## src/rtl/serial_link_pkg.sv

```systemverilog
// Shared types for the serial link TX path: credits, beat tags, send state
// and the requester index used by the tag scheduler.
package serial_link_pkg;

    localparam int NumCredits  = 8;
    localparam int NumReq      = 4;
    localparam int CreditWidth = $clog2(NumCredits + 1);

    typedef logic [CreditWidth-1:0] credit_t;
    typedef logic [CreditWidth:0]   credit_ext_t;

    typedef enum logic [3:0] {
        TagIdle = 4'd0,
        TagAW   = 4'd1,
        TagW    = 4'd2,
        TagAR   = 4'd3,
        TagR    = 4'd4
    } tag_e;

    typedef enum logic [1:0] {
        LinkSendIdle = 2'd0,
        LinkSendBusy = 2'd1
    } link_state_e;

    typedef enum logic [1:0] {
        ReqAW = 2'd0,
        ReqW  = 2'd1,
        ReqAR = 2'd2,
        ReqR  = 2'd3
    } req_idx_e;

    function automatic tag_e reqToTag(req_idx_e idx);
        tag_e tag;
        case (idx)
            ReqAW:   tag = TagAW;
            ReqW:    tag = TagW;
            ReqAR:   tag = TagAR;
            default: tag = TagR;
        endcase
        return tag;
    endfunction

endpackage

```

## src/rtl/serial_link_tag_sched_if.sv

```systemverilog
// Requester-side and output-side beat handshakes of the tag scheduler.
interface serial_link_tag_sched_if
    import serial_link_pkg::*;
#(
    parameter int DataWidth = 64
);
    logic [NumReq-1:0]           req_valid_i;
    logic [NumReq-1:0]           req_ready_o;
    logic [NumReq*DataWidth-1:0] req_data_i;
    logic [NumReq-1:0]           req_last_i;
    logic                        out_valid_o;
    logic                        out_ready_i;
    tag_e                        out_tag_o;
    logic [DataWidth-1:0]        out_data_o;

    modport master (
        output req_valid_i, req_data_i, req_last_i, out_ready_i,
        input  req_ready_o, out_valid_o, out_tag_o, out_data_o
    );

    modport slave (
        input  req_valid_i, req_data_i, req_last_i, out_ready_i,
        output req_ready_o, out_valid_o, out_tag_o, out_data_o
    );
endinterface

```

## src/rtl/serial_link_rr_arb.sv

```systemverilog
// Four-way round-robin arbiter. lock_i restricts the grant to W; keepPtr_i
// parks the pointer on the winner instead of moving past it.
module serial_link_rr_arb
    import serial_link_pkg::*;
(
    input  logic              clk_i,
    input  logic              rst_ni,
    input  logic [NumReq-1:0] req_i,
    input  logic              allow_i,
    input  logic              lock_i,
    input  logic              advance_i,
    input  logic              keepPtr_i,
    output logic [NumReq-1:0] gnt_o,
    output req_idx_e          winner_o
);

    logic [1:0] ptrQ;
    logic [1:0] ptrD;
    logic [1:0] idx;
    logic       found;

    always_comb begin
        gnt_o    = '0;
        winner_o = ReqAW;
        found    = 1'b0;
        idx      = '0;
        if (allow_i) begin
            if (lock_i) begin
                if (req_i[ReqW]) begin
                    gnt_o[ReqW] = 1'b1;
                    winner_o    = ReqW;
                end
            end else begin
                for (int k = 0; k < NumReq; k++) begin
                    idx = ptrQ + 2'(k);
                    if (!found && req_i[idx]) begin
                        found      = 1'b1;
                        gnt_o[idx] = 1'b1;
                        winner_o   = req_idx_e'(idx);
                    end
                end
            end
        end
    end

    always_comb begin
        ptrD = ptrQ;
        if (advance_i) begin
            ptrD = keepPtr_i ? 2'(winner_o) : 2'(winner_o) + 2'd1;
        end
    end

    always_ff @(posedge clk_i or negedge rst_ni) begin
        if (!rst_ni) begin
            ptrQ <= '0;
        end else begin
            ptrQ <= ptrD;
        end
    end

endmodule

```

## src/rtl/serial_link_tag_sched.sv

```systemverilog
// Credit-aware AW/W/AR/R scheduler feeding a one-entry tagged output register.
//   state        | meaning
//   LinkSendIdle | any requester may win, gated by en_i
//   LinkSendBusy | mid W burst, only W may win
module serial_link_tag_sched
    import serial_link_pkg::*;
#(
    parameter int DataWidth = 64
) (
    input  logic                          clk_i,
    input  logic                          rst_ni,
    input  logic                          en_i,
    serial_link_tag_sched_if.slave        bus,
    input  logic                          credit_ret_valid_i,
    input  credit_t                       credit_ret_cnt_i,
    output credit_t                       credits_o,
    output logic                          credit_err_o,
    output link_state_e                   state_o
);

    link_state_e          stateQ, stateD;
    credit_t              creditsQ, creditsD;
    logic                 creditErrQ;
    credit_ext_t          creditSum;
    logic                 creditOvf;
    logic                 outValidQ;
    tag_e                 outTagQ;
    logic [DataWidth-1:0] outDataQ;
    logic [DataWidth-1:0] winData;
    logic [NumReq-1:0]    gnt;
    req_idx_e             winner;
    logic                 slotFree;
    logic                 allowGrant;
    logic                 accept;
    logic                 keepPtr;
    logic                 unusedLast;

    assign unusedLast = ^{bus.req_last_i[ReqAW], bus.req_last_i[ReqAR], bus.req_last_i[ReqR]};

    assign slotFree   = !outValidQ || bus.out_ready_i;
    assign allowGrant = slotFree && (creditsQ != '0) && ((stateQ == LinkSendBusy) || en_i);
    assign accept     = |gnt;

    serial_link_rr_arb u_arb (
        .clk_i     (clk_i),
        .rst_ni    (rst_ni),
        .req_i     (bus.req_valid_i),
        .allow_i   (allowGrant),
        .lock_i    (stateQ == LinkSendBusy),
        .advance_i (accept),
        .keepPtr_i (keepPtr),
        .gnt_o     (gnt),
        .winner_o  (winner)
    );

    always_ff @(posedge clk_i or negedge rst_ni) begin
        if (!rst_ni) begin
            stateQ <= LinkSendIdle;
        end else begin
            stateQ <= stateD;
        end
    end

    // A W beat without last opens a burst; the pointer stays on W until it closes.
    always_comb begin
        stateD  = stateQ;
        keepPtr = 1'b0;
        case (stateQ)
            LinkSendIdle: begin
                if (accept && (winner == ReqW) && !bus.req_last_i[ReqW]) begin
                    stateD  = LinkSendBusy;
                    keepPtr = 1'b1;
                end
            end
            LinkSendBusy: begin
                if (accept) begin
                    if (bus.req_last_i[ReqW]) begin
                        stateD = LinkSendIdle;
                    end else begin
                        keepPtr = 1'b1;
                    end
                end
            end
            default: stateD = LinkSendIdle;
        endcase
    end

    // One spare bit so an over-return is seen before it wraps.
    always_comb begin
        creditSum = credit_ext_t'(creditsQ) - credit_ext_t'(accept)
                  + (credit_ret_valid_i ? credit_ext_t'(credit_ret_cnt_i) : '0);
        creditOvf = creditSum > credit_ext_t'(NumCredits);
        creditsD  = creditOvf ? credit_t'(NumCredits) : creditSum[CreditWidth-1:0];
    end

    always_ff @(posedge clk_i or negedge rst_ni) begin
        if (!rst_ni) begin
            creditsQ   <= credit_t'(NumCredits);
            creditErrQ <= 1'b0;
        end else begin
            creditsQ   <= creditsD;
            creditErrQ <= creditErrQ | creditOvf;
        end
    end

    always_comb begin
        winData = '0;
        for (int i = 0; i < NumReq; i++) begin
            if (gnt[i]) begin
                winData = bus.req_data_i[i*DataWidth +: DataWidth];
            end
        end
    end

    always_ff @(posedge clk_i or negedge rst_ni) begin
        if (!rst_ni) begin
            outValidQ <= 1'b0;
            outTagQ   <= TagIdle;
            outDataQ  <= '0;
        end else if (accept) begin
            outValidQ <= 1'b1;
            outTagQ   <= reqToTag(winner);
            outDataQ  <= winData;
        end else if (bus.out_ready_i) begin
            outValidQ <= 1'b0;
            outTagQ   <= TagIdle;
        end
    end

    assign bus.req_ready_o = gnt;
    assign bus.out_valid_o = outValidQ;
    assign bus.out_tag_o   = outTagQ;
    assign bus.out_data_o  = outDataQ;
    assign credits_o       = creditsQ;
    assign credit_err_o    = creditErrQ;
    assign state_o         = stateQ;

endmodule

```

## src/flat_wrapper.sv

```systemverilog
// flat-port wrapper written by rule: the top's interface ports become plain ports
module serial_link_tag_sched_flat import serial_link_pkg::*;
#(
    parameter int DataWidth = 64
)
  (clk_i, rst_ni, en_i, credit_ret_valid_i, credit_ret_cnt_i, credits_o, credit_err_o, state_o, bus_req_valid_i, bus_req_data_i, bus_req_last_i, bus_out_ready_i, bus_req_ready_o, bus_out_valid_o, bus_out_tag_o, bus_out_data_o);
  serial_link_tag_sched_if #(.DataWidth(DataWidth)) bus_i ();
  input  logic clk_i;
  input  logic rst_ni;
  input  logic en_i;
  input  logic credit_ret_valid_i;
  input  credit_t credit_ret_cnt_i;
  output credit_t credits_o;
  output logic credit_err_o;
  output link_state_e state_o;
  input wire logic [$bits(bus_i.req_valid_i)-1:0] bus_req_valid_i;
  input wire logic [$bits(bus_i.req_data_i)-1:0] bus_req_data_i;
  input wire logic [$bits(bus_i.req_last_i)-1:0] bus_req_last_i;
  input wire logic [$bits(bus_i.out_ready_i)-1:0] bus_out_ready_i;
  output wire logic [$bits(bus_i.req_ready_o)-1:0] bus_req_ready_o;
  output wire logic [$bits(bus_i.out_valid_o)-1:0] bus_out_valid_o;
  output wire logic [$bits(bus_i.out_tag_o)-1:0] bus_out_tag_o;
  output wire logic [$bits(bus_i.out_data_o)-1:0] bus_out_data_o;
  assign bus_i.req_valid_i = bus_req_valid_i;
  assign bus_i.req_data_i = bus_req_data_i;
  assign bus_i.req_last_i = bus_req_last_i;
  assign bus_i.out_ready_i = bus_out_ready_i;
  assign bus_req_ready_o = bus_i.req_ready_o;
  assign bus_out_valid_o = bus_i.out_valid_o;
  assign bus_out_tag_o = bus_i.out_tag_o;
  assign bus_out_data_o = bus_i.out_data_o;
  serial_link_tag_sched #(.DataWidth(DataWidth)) u_core (.clk_i(clk_i), .rst_ni(rst_ni), .en_i(en_i), .bus(bus_i), .credit_ret_valid_i(credit_ret_valid_i), .credit_ret_cnt_i(credit_ret_cnt_i), .credits_o(credits_o), .credit_err_o(credit_err_o), .state_o(state_o));
endmodule
```

## config.mk

```make
export PLATFORM = sky130hd
export DESIGN_NAME = serial_link_tag_sched_flat
export DESIGN_NICKNAME = d
export VERILOG_FILES = /design/src/rtl/serial_link_pkg.sv /design/src/rtl/serial_link_tag_sched_if.sv /design/src/rtl/serial_link_rr_arb.sv /design/src/rtl/serial_link_tag_sched.sv /design/src/flat_wrapper.sv
export SDC_FILE = /design/constraint.sdc
export NUM_CORES = 1
export LEC_CHECK = 0
export ABC_AREA = 1
export CORE_AREA = 2 2 136 138
export CTS_BUF_LIST = sky130_fd_sc_hd__clkbuf_16
export DETAILED_ROUTE_END_ITERATION = 10
export DIE_AREA = 0 0 138 140
export GPL_ROUTABILITY_DRIVEN = 0
export GPL_TIMING_DRIVEN = 0
export PLACE_DENSITY = 0.86
export SLEW_MARGIN = 5
export SYNTH_ARGS = -nofsm -noshare
export SYNTH_HDL_FRONTEND = slang
export SYNTH_SLANG_ARGS = --single-unit
```

## constraint.sdc

```tcl
create_clock -name clk_i -period 4.3 [get_ports clk_i]
set_input_delay 0.43 -clock clk_i [delete_from_list [all_inputs] [get_ports clk_i]]
set_output_delay 0.43 -clock clk_i [all_outputs]
set_load 0.02 [all_outputs]
```

==> impl_results.md <==
* Status: completed
* Share of post-route cells with drive strength above 1 at 0.0866
* Sequential element share of the synthesized area at 0.278
* Final hold slack at 84.0 ps
* Final Cell Area at 11,000 um2
* R2R Path Start: u_core.u_arb.ptrQ[1]
* Commonest non-fill, non-tap cell in the layout: nand2_1
* Commonest non-fill, non-tap cells in the layout: 488 x nand2_1, 346 x clkdlybuf4s50_1, 149 x nand3_1
* HP Class: in2async
* Synthesis Warnings at 0
* Total Nets Final at 1,753
* Final hold vios at 0
* Final Critical Period at 4110 ps
* Main combinational cell family by area after synthesis: simple AND/OR/NAND/NOR gates
* Maximum vdd ir drop at 0.000394 V
* Library cells used by synthesis at 32
* Initial core utilization at 0.385
* Core Util, Final at 0.620
* #FFs+latches synth at 76
* Chip height at 140 um
* HPWL Detailed at 20,700 um
* Synth Area in XOR/XNOR at 0.00384
* PortBufs at 347
* Gr usage total at 0.272
* TritonRoute pass-1 iters at 5
* Fmax at 0.244 GHz
* DP Area at 10,600 um2
* Antenna diodes at 0
* P per Cell Area at 772 nW/um2
* Fill count at 1,588
* First-pass GRT wire length at 42,200 um
* Cells after Synth at 1,092
* Later-pin clock latency in the skew report at 340 ps
* Pins Over Slew Limit at 0
* CTS Buffer Depth at 2
* Total number of vias at 8,419
* Die X at 138 um
* ANT nets after route at 0
* Remaining Overflow, GRT at 0
* TritonCTS clock tree: yes
* Worst EP required at 4520 ps
* Post-Synth Simple-Gate Area at 0.532
* Starting DRT DRC Count at 421
* Residual DRC at 0
* P&R area growth vs syn at 61.4%
* Power, Total at 8.52 mW
* Crit start category: flip-flop
* Worst-path clk slew at 60 ps
* Core Area at 17,800 um2
* Avg Cell Area, Syn at 6.26 um2
* Worst slew pin tran at 686 ps
* Cts hold-fix bufs at 0
* Post-synthesis mux area share at 0
* Vias/cell at 4.97
* Clk sinks at 76
* Die area at 19,300 um2
* H-tree levels at 3
* Slew margin rel. at 0.543
* # rows at 49
* Cell area after synthesis at 6840 um2
* Initial antenna violation count at 0
* Avg WL per Cell at 16.3 um
* Crit end category: flip-flop
* Root Driver: clkbuf_16
* Top-Level Pins at 353
* Total routed wirelength at 27,700 um
* Complex-gate fraction of the synthesized area at 0.0178
* P_leak at 5.58 nW
* Crit path max fanout at 10
* Tcrit/Tclk final at 0.955
* # Max-Cap Violations at 0
* Adder-cell area share of the yosys netlist at 0.0359
* Crit path DAT at 4330 ps
* Final setup fails at 0
* Crit path from: u_core.u_arb.ptrQ[1]
* Largest net degree at the start of global routing at 41
* CTS Buf Count at 9
* Setup Skew at 8.93 ps
* Vias in the first global route at 8,016
* Crit Path Category: reg2reg
## state kept, by name, indices dropped and copies added, names as in the netlist
signal                  cells
u_core.credit_err_o         1
u_core.state_o              1
u_core.bus.out_valid_o      1
u_core.u_arb.ptrQ           2
u_core.bus.out_data_o      64
u_core.bus.out_tag_o        3
u_core.credits_o            4
## path summary, 6_finish.rpt
check	end	slack (ps)	cells past startpoint
setup / recovery	u_core.credit_err_o	190	21
hold / removal	u_core.bus.out_data_o[24]	80	1
setup reg to reg	u_core.credit_err_o	190	21
hold reg to reg	u_core.bus.out_data_o[62]	480	2
max in group asynchronous	u_core.bus.out_data_o[50]	3570	2
min in group clk_i	u_core.bus.out_data_o[62]	480	2
## cell type report
cell class,instances,area (um2),share of cell area
timing repair buffer,357,3560,0.323
multi-input combinational,838,4050,0.367
sequential,76,1910,0.173
clock buffer,9,225,0.0204
buffer,74,513,0.0465
inverter,105,400,0.0363
clock inverter,7,92.6,0.00839
tap,229,287,0.0260
## synth_stat cells, drive strengths merged
cell    count  area [um2]
xor2        1        8.76
clkbuf     10        37.5
fa          1        20.0
dfstp       1        26.3
inv       105         394
nand3     152         776
or2        66         413
xnor2       2        17.5
nor2        8        42.5
o21ai       9        45.0
nand2     495        1870
nand4       6        43.8
nand3b     64         480
buf        64         470
dfrtp      75        1880
a21oi       9        45.0
a21boi      3        22.5
conb        1        3.75
o221ai      1        8.76
nor4        1        6.26
ha         18         225
## cell families (layout without fill, tap and decap cells)
group,Yosys count,count (layout)
other cells,1,2
flops,76,76
simple gates,792,792
compound gates,22,22
buf+inv,179,552
fa+ha+maj,19,19
xor+xnor,3,3
## metal layers
metal	global-route usage	up-vias	part of all wire
met2	0.475	443	0.49
met5	0	-	0
li1	-	4116	-
met3	0.0591	62	0.084
met4	0.0967	0	0.029
met1	0.333	3798	0.40
## power breakdown
group	total, mW	switching, mW	internal (mW)
clock	0.841	0.334	0.507
sequential	1.36	0.227	1.14
combinational	6.31	3.83	2.48
## per-stage QoR
step / worst slack [ps] / instances / TNS (ps)
after floorplan: 556 / 1093 / 0
after global placement: -215 / 1669 / -15850
after detailed placement: -220 / 1670 / -430
after CTS: 16.9 / 1686 / 0
after global routing: -61.9 / 1695 / -120
final: 195 / 1695 / 0
## worst max-delay path: stages, from the launching register on
cell	delay, ps
dfrtp_2	450
clkinvlp_4	190
ha_4	330
inv_1	60
nand3_1	80
nand2_1	60
nor2_2	260
a21oi_1	110
nand3_1	170
buf_6	190
o21ai_0	120
nand2_2	150
ha_1	240
inv_1	50
ha_1	150
inv_1	60
fa_1	400
o21ai_0	190
a21oi_1	100
xor2_1	190
o21ai_0	150
or2_2	290
## timing repair
action	4_1_cts	5_1_grt
cloned	0	0
setup buffers	0	9
endpoints found under the setup margin	2	5
gates resized for setup	2	7
pin swaps	0	1
No activity file was read; power rests on OpenSTA's default activity.
